==> config.mk <==
export PLATFORM = sky130hd
export DESIGN_NAME = cnt_load_arbiter
export DESIGN_NICKNAME = d
export VERILOG_FILES = /design/src/rtl/cnt_load_arbiter.sv
export SDC_FILE = /design/constraint.sdc
export NUM_CORES = 1
export LEC_CHECK = 0
export CELL_PAD_IN_SITES_DETAIL_PLACEMENT = 0
export CELL_PAD_IN_SITES_GLOBAL_PLACEMENT = 1
export CORE_MARGIN = 3
export CORE_UTILIZATION = 33
export CTS_CLUSTER_SIZE = 25
export DETAILED_ROUTE_END_ITERATION = 16
export PLACE_DENSITY = 0.85
export SLEW_MARGIN = 20
export SYNTH_ARGS = -nofsm -noshare
export SYNTH_HDL_FRONTEND = slang
export SYNTH_SLANG_ARGS = --single-unit
export TNS_END_PERCENT = 10
==> constraint.sdc <==
create_clock -name clk -period 3.26 [get_ports clk]
set_input_delay 0.652 -clock clk [delete_from_list [all_inputs] [get_ports clk]]
set_output_delay 0.652 -clock clk [all_outputs]
set_load 0.01 [all_outputs]
==> src/rtl/cnt_load_arbiter.sv <==
// Round-robin arbiter sharing one loadable-counter write port between NREQ requesters.
// Latency: grant edge -> wr/ack for one cycle -> old_cnt/old_valid one cycle later.
// Backpressure: requesters hold req until ack; no new grant while busy (WRITE + GAP) or en=0.
module cnt_load_arbiter #(
  parameter int NREQ = 4,
  parameter int DW   = 8,
  parameter int GAP  = 2
) (
  input  logic               clk,
  input  logic               reset,
  input  logic               en,
  input  logic [NREQ-1:0]    req,
  input  logic [NREQ*DW-1:0] req_data,
  output logic [NREQ-1:0]    ack,
  output logic               wr,
  output logic [DW-1:0]      wdata,
  output logic [2:0]         grant_id,
  input  logic [DW-1:0]      data_cnt,
  output logic [DW-1:0]      old_cnt,
  output logic               old_valid,
  output logic               busy
);

  localparam logic [1:0] IDLE   = 2'd0;
  localparam logic [1:0] WRITE  = 2'd1;
  localparam logic [1:0] GAP_ST = 2'd2;

  localparam int IW = (NREQ > 1) ? $clog2(NREQ) : 1;
  // gap_cnt counts GAP-1 down to 0, so it only needs to hold GAP-1
  localparam int GW = (GAP > 1) ? $clog2(GAP) : 1;
  localparam logic [GW-1:0] GAP_LOAD = GW'((GAP > 0) ? GAP - 1 : 0);

  logic [1:0]    state;
  logic [2:0]    last;
  logic [GW-1:0] gap_cnt;
  logic          win_vld;
  logic [2:0]    win_idx;

  // Circular search starting just after the last winner; modulo keeps indices below NREQ.
  always_comb begin
    win_vld = 1'b0;
    win_idx = '0;
    for (int k = 1; k <= NREQ; k++) begin
      if (!win_vld && req[IW'((int'(last) + k) % NREQ)]) begin
        win_vld = 1'b1;
        win_idx = 3'((int'(last) + k) % NREQ);
      end
    end
  end

  always_ff @(posedge clk or posedge reset) begin
    if (reset) begin
      state     <= IDLE;
      last      <= 3'(NREQ - 1);
      gap_cnt   <= '0;
      ack       <= '0;
      wr        <= 1'b0;
      wdata     <= '0;
      grant_id  <= '0;
      old_cnt   <= '0;
      old_valid <= 1'b0;
      busy      <= 1'b0;
    end else begin
      old_valid <= 1'b0;
      case (state)
        IDLE: begin
          if (en && win_vld) begin
            wr       <= 1'b1;
            wdata    <= req_data[int'(win_idx)*DW +: DW];
            ack      <= NREQ'(1) << win_idx;
            grant_id <= win_idx;
            last     <= win_idx;
            busy     <= 1'b1;
            state    <= WRITE;
          end
        end
        WRITE: begin
          // Counter loads on this same edge, so data_cnt is still the pre-load value.
          old_cnt   <= data_cnt;
          old_valid <= 1'b1;
          wr        <= 1'b0;
          ack       <= '0;
          if (GAP > 0) begin
            gap_cnt <= GAP_LOAD;
            state   <= GAP_ST;
          end else begin
            busy  <= 1'b0;
            state <= IDLE;
          end
        end
        GAP_ST: begin
          if (gap_cnt == '0) begin
            busy  <= 1'b0;
            state <= IDLE;
          end else begin
            gap_cnt <= gap_cnt - GW'(1);
          end
        end
        default: begin
          wr    <= 1'b0;
          ack   <= '0;
          busy  <= 1'b0;
          state <= IDLE;
        end
      endcase
    end
  end

endmodule

==> results of run 1 <==
## synthesized netlist by cell type
cell type   n  area [µm²]
o21ai_0     4        20.0
buf_2       1        5.00
ha_1        3        37.5
clkbuf_1    4        15.0
dfstp_2     2        52.6
and2_4      1        8.76
a21boi_0    9        67.6
a21oi_1     3        15.0
a22o_1      4        35.0
a211oi_1    8        60.1
and3_4      1        11.3
inv_1       7        26.3
a211oi_2    8         100
o41ai_1     2        17.5
buf_6       3        33.8
mux2_2      9         101
o32a_1      1        10.0
and2b_1     1        7.51
nor3_1      1        5.00
nand2_1     6        22.5
and2_1      2        12.5
a31oi_1     1        6.26
a32o_1      2        20.0
dfrtp_1    28         701
buf_4       1        7.51
o21bai_2    1        11.3
nor2b_1     1        6.26
nand3_2     1        10.0
o22a_1      2        17.5
a22oi_4     1        21.3
mux2i_1     9        90.1
nand2_2     1        6.26
nor2_1     13        48.8
conb_1      1        3.75
o21a_1      1        7.51
or4_4       1        11.3
## per-stage QoR
step / power (mW) / util / std cells
detailed placement: 1.71 / 0.521 / 273
global placement: 1.71 / 0.521 / 273
floorplan: 1.27 / - / 144
finish: 2.00 / 0.542 / 281
CTS: 2.04 / 0.542 / 281
global route: 2.15 / 0.542 / 281
## final timing paths
| check | end | slack [ns] |
|---|---|---|
| setup / recovery | wdata[3]$_DFFE_PP0P_ | 0.85 |
| setup reg to reg | wdata[3]$_DFFE_PP0P_ | 1.06 |
| hold / removal | old_cnt[5]$_DFFE_PP0P_ | 0.51 |
| min in group asynchronous | grant_id[1]$_DFFE_PP0P_ | 0.74 |
| max in group asynchronous | last[0]$_DFFE_PP1P_ | 2.19 |
| hold reg to reg | old_cnt[5]$_DFFE_PP0P_ | 0.51 |
## layout by cell type (no fill, tap or decap), types with 2 or more instances in the layout
| master | count |
|---|---|
| dfstp_2 | 2 |
| clkbuf_8 | 6 |
| o22a_1 | 2 |
| a32o_1 | 2 |
| clkdlybuf4s50_1 | 71 |
| a211oi_1 | 8 |
| nor2_1 | 13 |
| and2_1 | 2 |
| a21oi_1 | 3 |
| a211oi_2 | 8 |
| inv_1 | 7 |
| o21ai_0 | 4 |
| mux2_2 | 9 |
| mux2i_1 | 9 |
| o41ai_1 | 2 |
| buf_4 | 2 |
| ha_1 | 3 |
| nand2_1 | 6 |
| dfrtp_1 | 28 |
| a22o_1 | 4 |
| a21boi_0 | 9 |
## flip-flops by register name, summed over array words and instances, names as in the netlist
signal     cells
gap_cnt        1
wdata          8
grant_id       2
ack            4
old_valid      1
wr             1
last           2
old_cnt        8
state          2
busy           1
## per-layer routing
| layer | global-route usage | vias to the layer above | share of wire |
|---|---|---|---|
| li1 | - | 668 | - |
| met1 | 0.194 | 638 | 0.44 |
| met2 | 0.228 | 42 | 0.49 |
| met3 | 0.0319 | 7 | 0.057 |
| met4 | 0.0707 | 0 | 0.020 |
| met5 | 0 | - | 0 |
## cell type report
cell class / instances / area share
clock buffers: 6 / 0.0334
clock inverters: 2 / 0.00506
inverters: 7 / 0.0106
multi-input cells: 98 / 0.320
flip-flops and latches: 30 / 0.305
well taps: 65 / 0.0329
repair buffers: 73 / 0.293
## cells by family after synthesis
family | Yosys count | synth area share
DFF | 30 | 0.461
AOI/OAI and AO/OA | 47 | 0.251
other | 1 | 0.00230
and+or+nand+nor | 29 | 0.0920
muxes | 18 | 0.117
adders and majority gates | 3 | 0.0230
buffers and inverters | 16 | 0.0536
## where the power goes
part	leakage, nW	switching [mW]	internal [mW]	total, mW
Clock	0.0472	0.144	0.169	0.313
Sequential	0.354	0.104	0.559	0.663
Combinational	0.621	0.460	0.569	1.03
Total	1.02	0.708	1.30	2.00
==> results.py, run 1 <==
metrics = {
    "power_and_ir_drop": {
        "power_density_nw_per_um2": 810,
        "ir_drop_mv": 0.301,
        "p_leak_nw": 1.02,
    },
    "critical_path": {
        "critPathBufInv": 2,
        "worstSetupPathType": "primary input to flip-flop",
        "reg2reg_depth": 6,
        "cp_max_fo": 17,
        "critPathLaunch": "req[3]",
        "cp_slowest_cell": "clkdlybuf4s50_1",
        "cp.depth": 7,
        "worstPathRequired_ns": 3.42,
        "critPathArrivalTime_ns": 2.57,
        "cp-end-kind": "flip-flop",
        "regToRegStartpoint": "last[1]$_DFFE_PP1P_",
        "cpPeakStageDelay_ns": 0.49,
        "cp-start-kind": "primary input",
        "crit_chain": "clkdlybuf4s50_1 > mux2_2 > a22oi_4 > and2_1 > buf_4 > mux2i_1 > a211oi_2",
        "crit_family": "buffers and inverters",
    },
    "synth": {
        "syn_area_per_cell_um2": 11.3,
        "ys_ff_latch": 30,
        "ys_warn_count": 0,
        "synth_area_um2": 1630,
        "ys_seq_area_frac": 0.461,
        "synthCells": 144,
        "synth_nets": 194,
        "synth_cell_type_count": 36,
    },
    "global_routing": {
        "grt_first_pass_wirelength_um": 6980,
        "grt_usage": 0.147,
        "antenna_found_initial": 0,
        "grt_max_degree": 31,
        "grt_overflow_total": 0,
        "grt_pass1_vias": 1373,
    },
    "hold_path": {
        "min_path_type": "flip-flop to flip-flop",
        "hold_depth": 1,
        "min_from": "old_cnt[5]$_DFFE_PP0P_",
    },
    "timing": {
        "layout_min_cycle_time_ns": 2.41,
        "fin_crit_sh": 0.740,
        "fin_skew_ns": 0.00616,
        "hold_viol": 0,
        "max_freq_ghz": 0.414,
        "hold_ws_ns": 0.509,
        "rsz0062_at_grt": "false",
        "timing.final.ws_setup_ns": 0.846,
        "setup_tns_ns": 0,
        "setup_viol": 0,
        "finalMaxSlewViolations": 0,
    },
    "route": {
        "drc": 0,
        "drt_iter0_markers": 69,
        "vias_per_cell": 4.82,
        "wl_per_cell_um": 14.4,
        "dr.pass1.iters": 4,
        "routed_wl_um": 4060,
        "final_antenna_net_count": 0,
        "via_count": 1355,
    },
    "flow_run": {
        "maxCapViolCount": 0,
    },
    "layout": {
        "final_cell_area_um2": 2470,
        "drive_gt1_frac": 0.167,
        "multi_input_area_um2": 792,
        "antenna_cells": 0,
        "num-nets-final": 265,
        "n_fill_cell": 427,
        "seq_area_um2": 753,
        "area_growth_pct": 51.5,
    },
    "floorplanning": {
        "die_w_um": 76.3,
        "rows": 24,
        "design.core.area_um2": 4560,
        "die_y_um": 76.3,
        "start_util": 0.358,
        "die_area_um2": 5830,
        "ioPinCount": 73,
    },
    "placed_design": {
        "hpwl_um": 3100,
        "numPortBuffers": 71,
        "post-place-ws_ns": 0.551,
        "post_dp_cell_area_um2": 2380,
        "place_congestion": 0.739,
    },
    "clock_tree": {
        "path_clk_slew_ns": 0.07,
        "ctsHoldBuffers": 0,
        "cts_sinks": 30,
        "ctsResizeCount": 0,
        "clk_path_buf_depth": 2,
        "clk_latency_ns": 0.28,
        "root_buffer": "clkbuf_8",
        "cts_tree": "done",
        "post_cts_buffers": 0,
        "h-tree-depth": 2,
        "numCtsBuffers": 5,
    },
    "status": {
        "status": "completed",
    },
}
Power figures use the tool's default switching activity.
==> run 2: changes to the inputs <==
--- a/config.mk
+++ b/config.mk
@@ -8,10 +8,10 @@
 export CELL_PAD_IN_SITES_DETAIL_PLACEMENT = 0
 export CELL_PAD_IN_SITES_GLOBAL_PLACEMENT = 1
 export CORE_MARGIN = 3
-export CORE_UTILIZATION = 33
+export CORE_UTILIZATION = 31
 export CTS_CLUSTER_SIZE = 25
 export DETAILED_ROUTE_END_ITERATION = 16
-export PLACE_DENSITY = 0.85
+export PLACE_DENSITY = 0.8
 export SLEW_MARGIN = 20
 export SYNTH_ARGS = -nofsm -noshare
 export SYNTH_HDL_FRONTEND = slang
==> constraint.sdc (replaced) <==
create_clock -name clk -period 2.45 [get_ports clk]
set_input_delay 0.49 -clock clk [delete_from_list [all_inputs] [get_ports clk]]
set_output_delay 0.49 -clock clk [all_outputs]
set_load 0.01 [all_outputs]
==> results.py, run 2 (synthesis gave the netlist of run 1 again) <==
metrics = {
    "route": {
        "routed_wl_um": 4140,
        "drc": 0,
        "drt_iter0_markers": 60,
        "via_count": 1386,
        "wl_per_cell_um": 14.4,
        "final_antenna_net_count": 0,
        "dr.pass1.iters": 4,
        "vias_per_cell": 4.81,
    },
    "clock_tree": {
        "h-tree-depth": 2,
        "path_clk_slew_ns": 0.06,
        "numCtsBuffers": 5,
        "clk_path_buf_depth": 2,
        "ctsResizeCount": 0,
        "cts_tree": "done",
        "cts_sinks": 30,
        "post_cts_buffers": 0,
        "root_buffer": "clkbuf_8",
        "clk_latency_ns": 0.28,
        "ctsHoldBuffers": 0,
    },
    "layout": {
        "post-route-util": 0.520,
        "largestRegisters": "old_cnt x8, wdata x8, ack x4",
        "antenna_cells": 0,
        "final_cell_area_um2": 2550,
        "area_growth_pct": 56.4,
        "num-nets-final": 270,
        "drive_gt1_frac": 0.186,
        "final_cell_mix": "clkdlybuf4s50_1, dfrtp_1, nor2_1",
        "final_common_cell": "clkdlybuf4s50_1",
        "n_fill_cell": 478,
        "stdcell_count": 288,
    },
    "global_routing": {
        "antenna_found_initial": 0,
        "grt_overflow_total": 0,
        "grt_max_degree": 19,
        "grt_first_pass_wirelength_um": 6960,
        "grt_usage": 0.144,
        "grt.met3_usage": 0.0505,
        "grt_util_met2": 0.216,
        "grt_pass1_vias": 1409,
        "met1_usage": 0.193,
        "busiest_layer": "met2",
    },
    "floorplanning": {
        "die_w_um": 78.6,
        "rows": 25,
        "die_area_um2": 6170,
        "ioPinCount": 73,
        "design.core.area_um2": 4910,
        "die_y_um": 78.6,
        "start_util": 0.332,
    },
    "critical_path": {
        "worstPathRequired_ns": 2.67,
        "regToRegStartpoint": "last[1]$_DFFE_PP1P_",
        "cp-end-kind": "flip-flop",
        "rrSetupSlack_ns": 0.48,
        "rr_endpoint": "ack[2]$_DFFE_PP0P_",
        "cp-start-kind": "primary input",
        "cp_slowest_cell": "clkdlybuf4s50_1",
        "crit_family": "compound AO/OA/AOI/OAI gates",
        "critPathArrivalTime_ns": 2.33,
        "cp_max_fo": 6,
        "cpPeakStageDelay_ns": 0.56,
        "reg2reg_depth": 6,
        "critPathBufInv": 1,
        "crit_chain": "clkdlybuf4s50_1 > and2b_1 > o21ai_0 > nand2_1 > o41ai_1 > a22o_1",
        "worstSetupPathType": "primary input to flip-flop",
    },
    "timing": {
        "hold_viol": 0,
        "relSlewSlack": 0.641,
        "rsz0062_at_grt": "false",
        "setup_tns_ns": 0,
        "max_freq_ghz": 0.475,
        "layout_min_cycle_time_ns": 2.11,
        "fin_skew_ns": 0.00340,
        "hold_ws_ns": 0.504,
        "finalMaxSlewViolations": 0,
        "tightest_slew_ns": 0.537,
        "timing.final.ws_setup_ns": 0.343,
        "setup_viol": 0,
        "fin_crit_sh": 0.860,
    },
    "power_and_ir_drop": {
        "ir_drop_mv": 0.468,
        "power.total_mw": 2.80,
        "p_leak_nw": 1.07,
        "power_density_nw_per_um2": 1090,
    },
    "placed_design": {
        "place_congestion": 0.800,
        "hpwl_um": 3090,
        "post-place-ws_ns": 0.0646,
        "dp.cells": 280,
        "numPortBuffers": 71,
        "post_dp_cell_area_um2": 2440,
    },
    "status": {
        "status": "completed",
    },
    "hold_path": {
        "min_path_type": "flip-flop to flip-flop",
        "hold_depth": 1,
        "min_to": "old_cnt[1]$_DFFE_PP0P_",
        "min_from": "old_cnt[1]$_DFFE_PP0P_",
    },
    "flow_run": {
        "maxCapViolCount": 0,
    },
}
## run 2: area by class of cell
class	instances	area (µm²)	area share
tap	67	83.8	0.0328
inverter	7	26.3	0.0103
timing repair buffer	78	788	0.309
multi-input combinational	98	792	0.310
sequential	30	753	0.295
clock buffer	8	110	0.0431
## run 2: how the worst max path moves through the flow
| stage | start | endpoint | slack, ns | cells past startpoint |
|---|---|---|---|---|
| floorplan | last[1]$_DFFE_PP1P_ | wdata[1]$_DFFE_PP0P_ | 0.59 | 6 |
| global placement | req[3] | ack[2]$_DFFE_PP0P_ | 0.08 | 6 |
| detailed placement | req[3] | wdata[0]$_DFFE_PP0P_ | 0.06 | 6 |
| CTS | req[3] | ack[2]$_DFFE_PP0P_ | 0.35 | 6 |
| global route | req[3] | ack[2]$_DFFE_PP0P_ | 0.16 | 6 |
| finish | req[3] | ack[2]$_DFFE_PP0P_ | 0.34 | 6 |
## run 2: layer usage
layer / wire, µm / part of all wire / vias up
met5: 0 / 0 / -
met2: 1910 / 0.46 / 40
met1: 1920 / 0.46 / 665
li1: - / - / 676
met4: 64 / 0.015 / 0
met3: 247 / 0.060 / 5
## run 2: power by group
part           leakage (nW)  internal [mW]  switching (mW)
Sequential            0.354          0.744           0.138
Combinational         0.654          0.802           0.646
Clock                0.0575          0.283           0.183
Total                  1.07           1.83           0.966
